**src/rtl/serial_ripple_subtractor.sv**
```systemverilog
// serial_ripple_subtractor: bit-serial W-bit unsigned subtractor, LSB first, valid/ready on both sides.
// Optional signed-overflow output when SUB_OVF_EN is defined.
module serial_ripple_subtractor #(
   parameter int W = 8,
   localparam int CNT_W = $clog2(W)
) (
   input  logic         clk,
   input  logic         rst,
   input  logic         in_valid,
   output logic         in_ready,
   input  logic [W-1:0] a,
   input  logic [W-1:0] b,
   output logic         out_valid,
   input  logic         out_ready,
   output logic [W-1:0] d,
   output logic         bout
`ifdef SUB_OVF_EN
   ,
   output logic         ovf
`endif
);
   typedef enum logic [1:0] {IDLE, RUN, DONE} state_t;
   state_t state, state_n;
   logic [W-1:0] sa, sb;
   logic [CNT_W-1:0] cnt;
   logic br, dk, br_n, last, accept;
   assign accept = (state == IDLE) && in_valid;
   assign last = cnt == CNT_W'(W - 1);
   assign dk = sa[0] ^ sb[0] ^ br;
   assign br_n = (~sa[0] & sb[0]) | (~(sa[0] ^ sb[0]) & br);
   assign in_ready = state == IDLE;
   assign out_valid = state == DONE;
   always_ff @(posedge clk or posedge rst)
      if (rst) state <= IDLE;
      else state <= state_n;
   always_comb begin
      state_n = state;
      if (state == IDLE) state_n = in_valid ? RUN : IDLE;
      else if (state == RUN) state_n = last ? DONE : RUN;
      else state_n = out_ready ? IDLE : DONE;
   end
   always_ff @(posedge clk or posedge rst)
      if (rst) begin
         sa <= '0;
         sb <= '0;
         d <= '0;
         br <= 1'b0;
         bout <= 1'b0;
         cnt <= '0;
      end else if (accept) begin
         sa <= a;
         sb <= b;
         br <= 1'b0;
         cnt <= '0;
      end else if (state == RUN) begin
         d <= {dk, d[W-1:1]};
         sa <= sa >> 1;
         sb <= sb >> 1;
         br <= br_n;
         cnt <= cnt + 1'b1;
         if (last) bout <= br_n;
      end
`ifdef SUB_OVF_EN
   // sign bits of the accepted operands; dk on the last RUN edge is the result MSB
   logic a_msb, b_msb;
   always_ff @(posedge clk or posedge rst)
      if (rst) begin
         a_msb <= 1'b0;
         b_msb <= 1'b0;
         ovf <= 1'b0;
      end else if (accept) begin
         a_msb <= a[W-1];
         b_msb <= b[W-1];
      end else if (state == RUN && last)
         ovf <= (a_msb != b_msb) && (dk != a_msb);
`endif
endmodule

```
**config.mk**
```make
export PLATFORM = sky130hd
export DESIGN_NAME = serial_ripple_subtractor
export DESIGN_NICKNAME = d
export VERILOG_FILES = /design/src/rtl/serial_ripple_subtractor.sv
export SDC_FILE = /design/constraint.sdc
export NUM_CORES = 1
export LEC_CHECK = 0
export BUFFER_PORTS_ARGS = -buffer_cell sky130_fd_sc_hd__buf_2
export CAP_MARGIN = 40
export CORE_MARGIN = 1
export CORE_UTILIZATION = 40
export DETAILED_ROUTE_END_ITERATION = 10
export PLACE_DENSITY_LB_ADDON = 0.15
export SETUP_SLACK_MARGIN = 0.5
export SLEW_MARGIN = 10
export SYNTH_ARGS = -nofsm -noshare
export SYNTH_HDL_FRONTEND = slang
export SYNTH_SLANG_ARGS = --single-unit
```
**constraint.sdc**
```tcl
create_clock -name clk -period 2 [get_ports clk]
set_clock_uncertainty 0.2 [all_clocks]
set_input_delay 0.2 -clock clk [delete_from_list [all_inputs] [get_ports clk]]
set_output_delay 0.2 -clock clk [all_outputs]
set_load 0.05 [all_outputs]
```
==> summary.md, run 1 <==
| Metric | Value |
|---|---|
| Most used cell along the critical path | buf_6 |
| Worst setup EP type | primary output |
| Hold/Removal Path Class | input pin to flip-flop |
| Final Hold Vio Count | 0 |
| Clock latency on the worst-skew pair | 280 ps |
| Final min period | 1546 ps |
| Grt ovf | 0 |
| Die H | 64.56 µm |
| Pre-CTS WS | 270.0 ps |
| First-pass GRT wire length | 5326 µm |
| Crit-path max FO | 6 |
| Number of max-cap violations | 0 |
| Root Driver | clkbuf_8 |
| Initial antenna violation count | 0 |
| Largest area contributor in the netlist | dfrtp_1 |
| Slew HR | 65.64% |
| Die area | 4167 µm² |
| Crit share post-route | 77.29% |
| RSZ-0062 raised after global routing | yes |
| Final worst setup slack | 454.2 ps |
| Initial Util | 42.12% |
| TritonCTS clock tree | done |
| FMAX | 646.9 MHz |
| Static Leak | 0.9947 nW |
| Fillers | 328 |
| DRT Pass-1 Iters | 4 |
| Sequential standard cell area | 778.2 µm² |
| Synth Area in Adders | 2.878% |
| Crit path max-delay family | flip-flops |
| Commonest non-fill, non-tap cell in the layout | dfrtp_1 |
| Pin count of the biggest net entering global routing | 32 |
| Logic pwr share | 52.5% |
| Share of the synthesized area in the top cell type | 49.56% |
| Critical Path Source Type | flip-flop |
| Htree depth | 2 |
| Ranking of synthesized cells by area | dfrtp_1, nor4b_1, a211oi_1, nor3b_1, mux2_4 |
| Portion of netlist area occupied by mux cells | 8.633% |
| Required time worst endpoint | 1600 ps |
| Ys Warns | 0 |
| N_diodes | 0 |
| Worst EP arrival | 1150 ps |
| Sw Pwr | 1.487 mW |
| CTS Sinks | 31 |
| Slowest cell on the critical path | dfrtp_2 |
| Iteration-0 DRC Markers | 43 |
| Synth Area per Inst | 12.04 µm² |
| Final nets | 199 |
| Final wirelength | 3202 µm |
| Xor/xnor cell area share of the yosys netlist | 0% |
| Drt wl/cell | 14.23 µm |
| Register share of total power | 30.5% |
| Worst path max stage delay | 480 ps |
| Bufs on Longest Clock Path | 2 |
| Sequential-to-total area share from yosys stat | 49.56% |
| Vias in the first global route | 1,101 |
| GP Congestion | 0.6780 |
| FF+latch count, synth | 31 |
| Cts bufs inserted | 5 |
| Distinct cells, synth | 22 |
| DR DRC count | 0 |
| Syn_nets | 153 |
| FP Rows | 22 |
| Largest family of logic cells by synthesized area | simple AND/OR/NAND/NOR gates |
| Final slew viol count | 0 |
| Port bufs | 30 |
| Pwr/cell area | 1740 nW/µm² |
| DIE WIDTH | 64.56 µm |
| Reg clk slew, reported paths | 60 ps |
| Slew @ Worst Pin | 514.1 ps |
| Routed Antenna Nets | 0 |
| Final setup TNS | 0 ps |
| Io pins | 31 |
| Area of the multi-input gates | 770.7 µm² |
| Routed via count | 1,132 |
| Critical path, cell by cell | buf_6 > nor2_4 > buf_6 |
| Run status | finished clean |
| Share of layout cells above drive strength 1 | 48.59% |
| Mapped cell area | 1565 µm² |
| GRT Total Usage | 17.43% |
| Cell Int Power | 2.271 mW |
| Clk pwr share | 16.9% |
| Peak supply drop | 0.0007112 V |
| Setup violations, final | 0 |
| Simple-Gate Fraction of Synth Area | 17.19% |
| Post-DP HPWL | 2012 µm |
| Post-DR vias/cell | 5.031 |
| WP buf/inv | 2 |
| Area grow syn2layout | 37.97% |
| Sw Share | 39.57% |
| Complex-gate fraction of the synthesized area | 11.51% |
| Mapped Cells | 130 |
| Core ar. | 3716 µm² |
| Most frequent cells in the layout | dfrtp_1, buf_2, inv_1, nor3b_1, a211oi_1 |
| WS Path Type | flip-flop to primary output |
power by group through the flow:
stage               clock network [mW]  registers [mW]  logic (mW)
floorplan                            0            1.41        1.10
global placement                     0            1.14        1.56
detailed placement                   0            1.16        1.59
CTS                              0.652            1.15        1.82
global route                     0.682            1.19        2.14
finish                           0.636            1.15        1.97
per-stage QoR:
stage	utilization [%]	instances	hold slack, ps	instance area [µm²]	total power [mW]
final	58.11	225	88.46	2160	3.758
after global routing	58.11	225	85.41	2160	4.007
after CTS	54.41	221	71.88	2022	3.626
after detailed placement	46.57	201	102.7	1730	2.750
after global placement	46.57	201	95.65	1730	2.707
after floorplan	-	130	96.45	1575	2.502
layer usage:
layer | global-route usage [%] | share of wire (%)
met3 | 6.338 | 3.7
met5 | 0 | 0
met2 | 25.66 | 47
met1 | 23.28 | 47
met4 | 6.667 | 1.6
registers in the layout, indices dropped and copies added, names as in the netlist:
register / flops
state: 2
br: 1
bout: 1
cnt: 3
sa: 8
d: 8
sb: 8
tightest hold or removal path: cells and delay by family:
family | cells | cell delay (ps)
buf+inv | 1 | 90
compound gates | 1 | 190
simple gates | 1 | 40
worst paths after layout:
check	slack [ps]	startpoint	depth (start not counted)	endpoint
min reg2reg	300	br	1	br
min in group asynchronous	330	rst	4	d[6]
max reg2reg	450	state[1]	4	d[6]
max	450	state[0]	3	out_valid
max in group asynchronous	950	rst	4	state[0]
min	90	a[1]	3	sa[1]
Yosys cell counts (all sizes together):
library cell and number:
a22o 3, a32o 2, nand2b 2, inv 18, buf 11, a211oi 14, nor2b 1, clkbuf 1
ha 2, fa 1, mux2 10, a21oi 1, nor2 2, nor4b 14, nor3b 14, o21ai 1
o21bai 1, nand3b 1, dfrtp 31
what timing repair did:
action,in CTS,in global routing
setup buffers,8,4
hold buffers,4,0
endpoints found under the setup margin,29,31
pin swaps,1,3
gates resized for setup,15,20
endpoints found under the hold margin,34,0
cloned,0,0
logic make-up (layout without fill, tap and decap cells):
kind of cell             count (synthesis)  in the layout
AND/OR/NAND/NOR                         34             34
flip-flops                              31             31
buffers and inverters                   30             77
AO/OA/AOI/OAI                           22             22
multiplexers                            10             10
adder cells (fa/ha/maj)                  3              3
cell type report:
type	count	share of cell area (%)
Sequential cell	31	36.04
Clock buffer	6	3.824
Inverter	18	3.129
Tap cell	48	2.781
Timing Repair Buffer	51	16.92
Multi-Input combinational cell	69	35.69
Clock inverter	2	1.622
Note: power is estimated with default switching activity, not from simulation.
==> inputs of run 2 (changes only) <==
- clock period: 2 -> 1.36 ns (I/O delays scaled with it)
==> summary.md, run 2 (synthesis gave the netlist of run 1 again) <==
| Metric | Value |
|---|---|
| Crit-path max FO | 8 (was 6) |
| Hold WS | -176.8 ps (was 88.46 ps) |
| DRT Pass-1 Iters | 2 (was 4) |
| Routed via count | 1,215 (was 1,132) |
| Logic pwr share | 62.2% (was 52.5%) |
| Initial Util | 42.12% (unchanged) |
| Largest regs | d x8, sa x8, sb x8 (unchanged) |
| Pre-CTS WS | -131.1 ps (was 270.0 ps) |
| Post-DP HPWL | 2351 µm (was 2012 µm) |
| Final setup TNS | -3323 ps (was 0 ps) |
| Final min period | 1511 ps |
| Run status | finished, violations left (was finished clean) |
| Setup violations, final | 32 (was 0) |
| Final nets | 214 (was 199) |
| Worst setup EP type | flip-flop (was primary output) |
| TritonCTS clock tree | done (unchanged) |
| Final Hold Vio Count | 7 (was 0) |
| Most frequent cells in the layout | dfrtp_1, buf_2, buf_4, inv_1, buf_6 (was dfrtp_1, buf_2, inv_1, nor3b_1, a211oi_1) |
| Slew HR | 79.21% (was 65.64%) |
| Io pins | 31 (unchanged) |
| Pwr/cell area | 2563 nW/µm² (was 1740 nW/µm²) |
| Clk pwr share | 11.9% (was 16.9%) |
| Critical Path Source Type | flip-flop (unchanged) |
| Root Driver | clkbuf_8 (unchanged) |
| Area grow syn2layout | 67.47% (was 37.97%) |
| Sw Pwr | 2.622 mW (was 1.487 mW) |
| Routed Antenna Nets | 0 (unchanged) |
| Final slew viol count | 0 (unchanged) |
| Reg clk slew, reported paths | 60 ps (about the same) |
| Slew @ Worst Pin | 311.0 ps (was 514.1 ps) |
| Commonest non-fill, non-tap cell in the layout | dfrtp_1 (unchanged) |
| Number of max-cap violations | 0 (unchanged) |
| Htree depth | 2 (unchanged) |
| N_diodes | 0 (unchanged) |
| Bufs on Longest Clock Path | 2 (unchanged) |
| RSZ-0062 raised after global routing | yes (unchanged) |
| Crit share post-route | 111.1% |
| Core ar. | 3716 µm² (unchanged) |
| Total power | 6.718 mW (was 3.758 mW) |
| Vias in the first global route | 1,336 (was 1,101) |
| DIE WIDTH | 64.56 µm (unchanged) |
| Peak supply drop | 0.001324 V (was 0.0007112 V) |
| Share of layout cells above drive strength 1 | 68.75% (was 48.59%) |
| Area of the multi-input gates | 968.4 µm² (was 770.7 µm²) |
| Die area | 4167 µm² (unchanged) |
| Sequential standard cell area | 788.3 µm² (was 778.2 µm²) |
| First-pass GRT wire length | 6430 µm (was 5326 µm) |
| Register share of total power | 25.9% (was 30.5%) |
| CTS Hold Bufs | 1 (was 4) |
| Drt wl/cell | 15.28 µm (was 14.23 µm) |
| Fillers | 260 (was 328) |
| GRT Total Usage | 20.33% (was 17.43%) |
| FMAX | 662.0 MHz |
| Failing checks | hold timing, setup timing |
| Worst EP arrival | 1480 ps (was 1150 ps) |
| Pin count of the biggest net entering global routing | 32 (unchanged) |
| Required time worst endpoint | 1330 ps (was 1600 ps) |
| Sw Share | 39.03% (was 39.57%) |
| Initial antenna violation count | 0 (unchanged) |
| FP Rows | 22 (unchanged) |
| Cell Int Power | 4.096 mW (was 2.271 mW) |
| DR DRC count | 0 (unchanged) |
| Post-DR vias/cell | 5.063 (was 5.031) |
| Clock latency on the worst-skew pair | 280 ps (about the same) |
| CTS Sinks | 31 (unchanged) |
| Cts bufs inserted | 5 (unchanged) |
| Static Leak | 1.178 nW (was 0.9947 nW) |
| Iteration-0 DRC Markers | 71 (was 43) |
| Final worst setup slack | -150.5 ps (was 454.2 ps) |
| Final wirelength | 3668 µm (was 3202 µm) |
| WS Path Type | flip-flop to flip-flop (was flip-flop to primary output) |
| Port bufs | 30 (unchanged) |
| Hold/Removal Path Class | input pin to flip-flop (unchanged) |
| Die H | 64.56 µm (unchanged) |
| Grt ovf | 0 (unchanged) |
| GP Congestion | 0.6916 (was 0.6780) |
[run 2: metal layers]
metal | GRT usage, % | routed length (µm)
met1 | 27.01 | 1674
met2 | 32.89 | 1866
met3 | 5.282 | 109
met4 | 5.000 | 18
met5 | 0 | 0
[run 2: stage by stage]
| step | instances | hold WS (ps) | utilization, % | area [µm²] |
|---|---|---|---|---|
| after floorplan | 130 | -142.1 | - | 1923 |
| after global placement | 218 | -21.53 | 58.99 | 2192 |
| after CTS | 238 | -186.6 | 69.43 | 2580 |
| after detailed placement | 218 | -19.66 | 58.99 | 2192 |
| final | 240 | -176.8 | 70.54 | 2621 |
| after global routing | 240 | -189.3 | 70.54 | 2621 |
[run 2: what timing repair did]
action / in CTS / in global routing
endpoints found under the setup margin: 42 / 42
pin swaps: 8 / 6
endpoints found under the hold margin: 38 / 7
setup buffers: 11 / 2
gates resized for setup: 53 / 6
[run 2: area by class of cell]
type	count	area share [%]
sequential	31	30.07
timing repair buffer	66	24.15
multi-input combinational	69	36.95
tap	48	2.291
inverter	18	2.721
clock buffer	8	3.819
[run 2: path summary, 6_finish.rpt]
check	slack (ps)	endpoint	cells after the start	from
setup / recovery	-150	sb[7]	4	state[1]
setup reg to reg	-150	sb[7]	4	state[1]
hold reg to reg	310	sb[7]	1	sb[7]
min in group asynchronous	230	sb[2]	4	rst
hold / removal	-180	state[1]	2	out_ready
max in group asynchronous	550	state[1]	4	rst
[run 2: worst max-delay path, stage by stage (launching register included)]
cell and delay, ps:
dfrtp_2 450, buf_6 150, o21bai_4 230, buf_6 160, a32o_1 200
[run 2: power groups by stage]
stage | logic (mW) | clock network (mW) | registers (mW)
2_1_floorplan | 2.19 | 0 | 2.09
3_3_place_gp | 3.18 | 0 | 1.68
3_5_place_dp | 3.30 | 0 | 1.71
4_1_cts | 4.12 | 0.806 | 1.72
5_1_grt | 4.45 | 0.844 | 1.79
6_report | 4.18 | 0.800 | 1.74
==> inputs of run 3 (changes only) <==
- ABC_CLOCK_PERIOD_IN_PS: unset -> 1360
- CORE_UTILIZATION: 40 -> 25
==> summary.md, run 3 (synthesis gave the netlist of run 1 again) <==
| Metric | Value |
|---|---|
| Final wirelength | 3794 µm (was 3668 µm) |
| Iteration-0 DRC Markers | 31 (was 71) |
| Cell area after layout | 2716 µm² (was 2621 µm²) |
| N_diodes | 0 (unchanged) |
| Number of max-cap violations | 0 (unchanged) |
| Initial Util | 26.13% (was 42.12%) |
| Fillers | 551 (was 260) |
| Worst path max stage delay | 450 ps (about the same) |
| Met2 WL | 1857 µm (was 1866 µm) |
| Bufs on Longest Clock Path | 2 (unchanged) |
| Failing checks | hold timing, setup timing (unchanged) |
| Crit share post-route | 114.7% (was 111.1%) |
| Slew @ Worst Pin | 337.8 ps (was 311.0 ps) |
| Hold WS | -373.8 ps (was -176.8 ps) |
| Area of the multi-input gates | 980.9 µm² (was 968.4 µm²) |
| Port bufs | 30 (unchanged) |
| Drt wl/cell | 14.10 µm (was 15.28 µm) |
| Post-DP HPWL | 2459 µm (was 2351 µm) |
| Final nets | 216 (was 214) |
| Pin count of the biggest net entering global routing | 20 (was 32) |
| Crit-path max FO | 6 (was 8) |
| Hold/Removal Path Class | input pin to async pin (was input pin to flip-flop) |
| Core ar. | 5991 µm² (was 3716 µm²) |
| RSZ-0062 raised after global routing | yes (unchanged) |
| DRT Pass-1 Iters | 4 (was 2) |
| Peak supply drop | 0.001364 V (was 0.001324 V) |
| Post-DR vias/cell | 4.572 (was 5.063) |
| Final worst setup slack | -199.8 ps (was -150.5 ps) |
| Area grow syn2layout | 73.54% (was 67.47%) |
| FMAX | 641.1 MHz (was 662.0 MHz) |
| Clock latency on the worst-skew pair | 280 ps (about the same) |
| Grt ovf | 0 (unchanged) |
| Share of layout cells above drive strength 1 | 70.62% (was 68.75%) |
| Final Hold Vio Count | 37 (was 7) |
| Routed via count | 1,230 (was 1,215) |
| Most frequent cells in the layout | buf_4, dfrtp_1, buf_2, inv_1, a211oi_2 (was dfrtp_1, buf_2, buf_4, inv_1, buf_6) |
| Final min period | 1560 ps (was 1511 ps) |
| Static Leak | 1.222 nW (was 1.178 nW) |
| TritonCTS clock tree | done (unchanged) |
| FF-to-FF path depth | 4 (unchanged) |
| Uppermost layer routed | met4 (unchanged) |
| Setup violations, final | 31 (was 32) |
| CTS Sinks | 31 (unchanged) |
| GRT Total Usage | 13.27% (was 20.33%) |
| Die area | 6581 µm² (was 4167 µm²) |
| Pwr/cell area | 2551 nW/µm² (was 2563 nW/µm²) |
| First-pass GRT wire length | 6389 µm (was 6430 µm) |
| Worst reg2reg startpoint | state[0] (was state[1]) |
| Commonest non-fill, non-tap cell in the layout | buf_4 (was dfrtp_1) |
| Met1 WL | 1723 µm (was 1674 µm) |
| Io pins | 31 (unchanged) |
| Reg clk slew, reported paths | 70 ps (was 60 ps) |
| Initial antenna violation count | 0 (unchanged) |
| Vias in the first global route | 1,301 (was 1,336) |
| Worst setup EP type | flip-flop (unchanged) |
| Slowest cell on the critical path | dfrtp_2 (unchanged) |
| Die H | 81.13 µm (was 64.56 µm) |
| Run status | finished, violations left (unchanged) |
| Routed Antenna Nets | 0 (unchanged) |
| Required time worst endpoint | 1320 ps (was 1330 ps) |
| Slew HR | 77.43% (was 79.21%) |
| Area after DPL | 2226 µm² (was 2192 µm²) |
| DR DRC count | 0 (unchanged) |
| Final slew viol count | 0 (unchanged) |
| Wire length on met3 | 169 µm (was 109 µm) |
| Total power | 6.930 mW (was 6.718 mW) |
| GP Congestion | 0.7002 (was 0.6916) |
| Critical Path Source Type | flip-flop (unchanged) |
| Critical Path Start | state[0] (was state[1]) |
| FP Rows | 28 (was 22) |
| Root Driver | clkbuf_8 (unchanged) |
| DIE WIDTH | 81.13 µm (was 64.56 µm) |
| Cts bufs inserted | 5 (unchanged) |
| Worst EP arrival | 1520 ps (was 1480 ps) |
| Critical path, cell by cell | buf_6 > nor2b_4 > clkbuf_16 > mux2_4 (was buf_6 > o21bai_4 > buf_6 > a32o_1) |
| Sequential standard cell area | 788.3 µm² (unchanged) |
| Largest regs | d x8, sa x8, sb x8 (unchanged) |
| Htree depth | 2 (unchanged) |
| WS Path Type | flip-flop to flip-flop (unchanged) |
==> run 3: repair_timing <==
item	4_1_cts	5_1_grt
pin swaps	2	3
resized for setup	43	9
hold endpoints to repair	37	36
setup endpoints to repair	42	42
cloned	0	1
setup buffers	15	5
==> run 3: layout make-up <==
cell class,count,area share (%)
multi-input combinational,69,36.11
sequential,31,29.02
tap,75,3.455
timing repair buffer,68,24.46
inverter,18,2.626
clock buffer,6,3.040
clock inverter,2,1.290
==> run 3: critical path: cells and delay by family, from the launching register on <==
kind	cells	cell delay [ps]
buf+inv	2	300
mux	1	290
simple gates	1	200
flops	1	450
==> run 3: layer usage <==
layer / up-vias / GRT usage [%]
li1: 592 / -
met1: 604 / 16.42
met2: 30 / 22.02
met3: 4 / 3.596
met4: 0 / 4.821
met5: - / 0
==> run 3: stage by stage <==
step	util [%]	instances	hold WS (ps)	setup TNS, ps	worst slack [ps]
6_report	45.34	269	-373.8	-3932	-199.8
2_1_floorplan	-	130	-142.1	-323.1	-50.76
4_1_cts	43.63	263	-369.6	-3797	-178.0
3_5_place_dp	37.16	240	-64.83	-964.4	-115.4
3_3_place_gp	37.16	240	-67.12	-913.1	-117.4
5_1_grt	45.34	269	-364.2	-5060	-224.5
==> run 3: report_power, final <==
part | internal (mW) | switching [mW]
Clock | 0.592 | 0.348
Combinational | 2.32 | 1.93
Sequential | 1.40 | 0.331
Total | 4.32 | 2.61
==> run 3: worst paths after layout <==
check,to,slack [ps]
worst max-delay path,d[0],-200
worst min-delay path,sa[1],-370
worst max register to register,d[0],-200
worst min register to register,sa[7],310
max in group asynchronous,state[0],930
min in group clk,state[1],-160
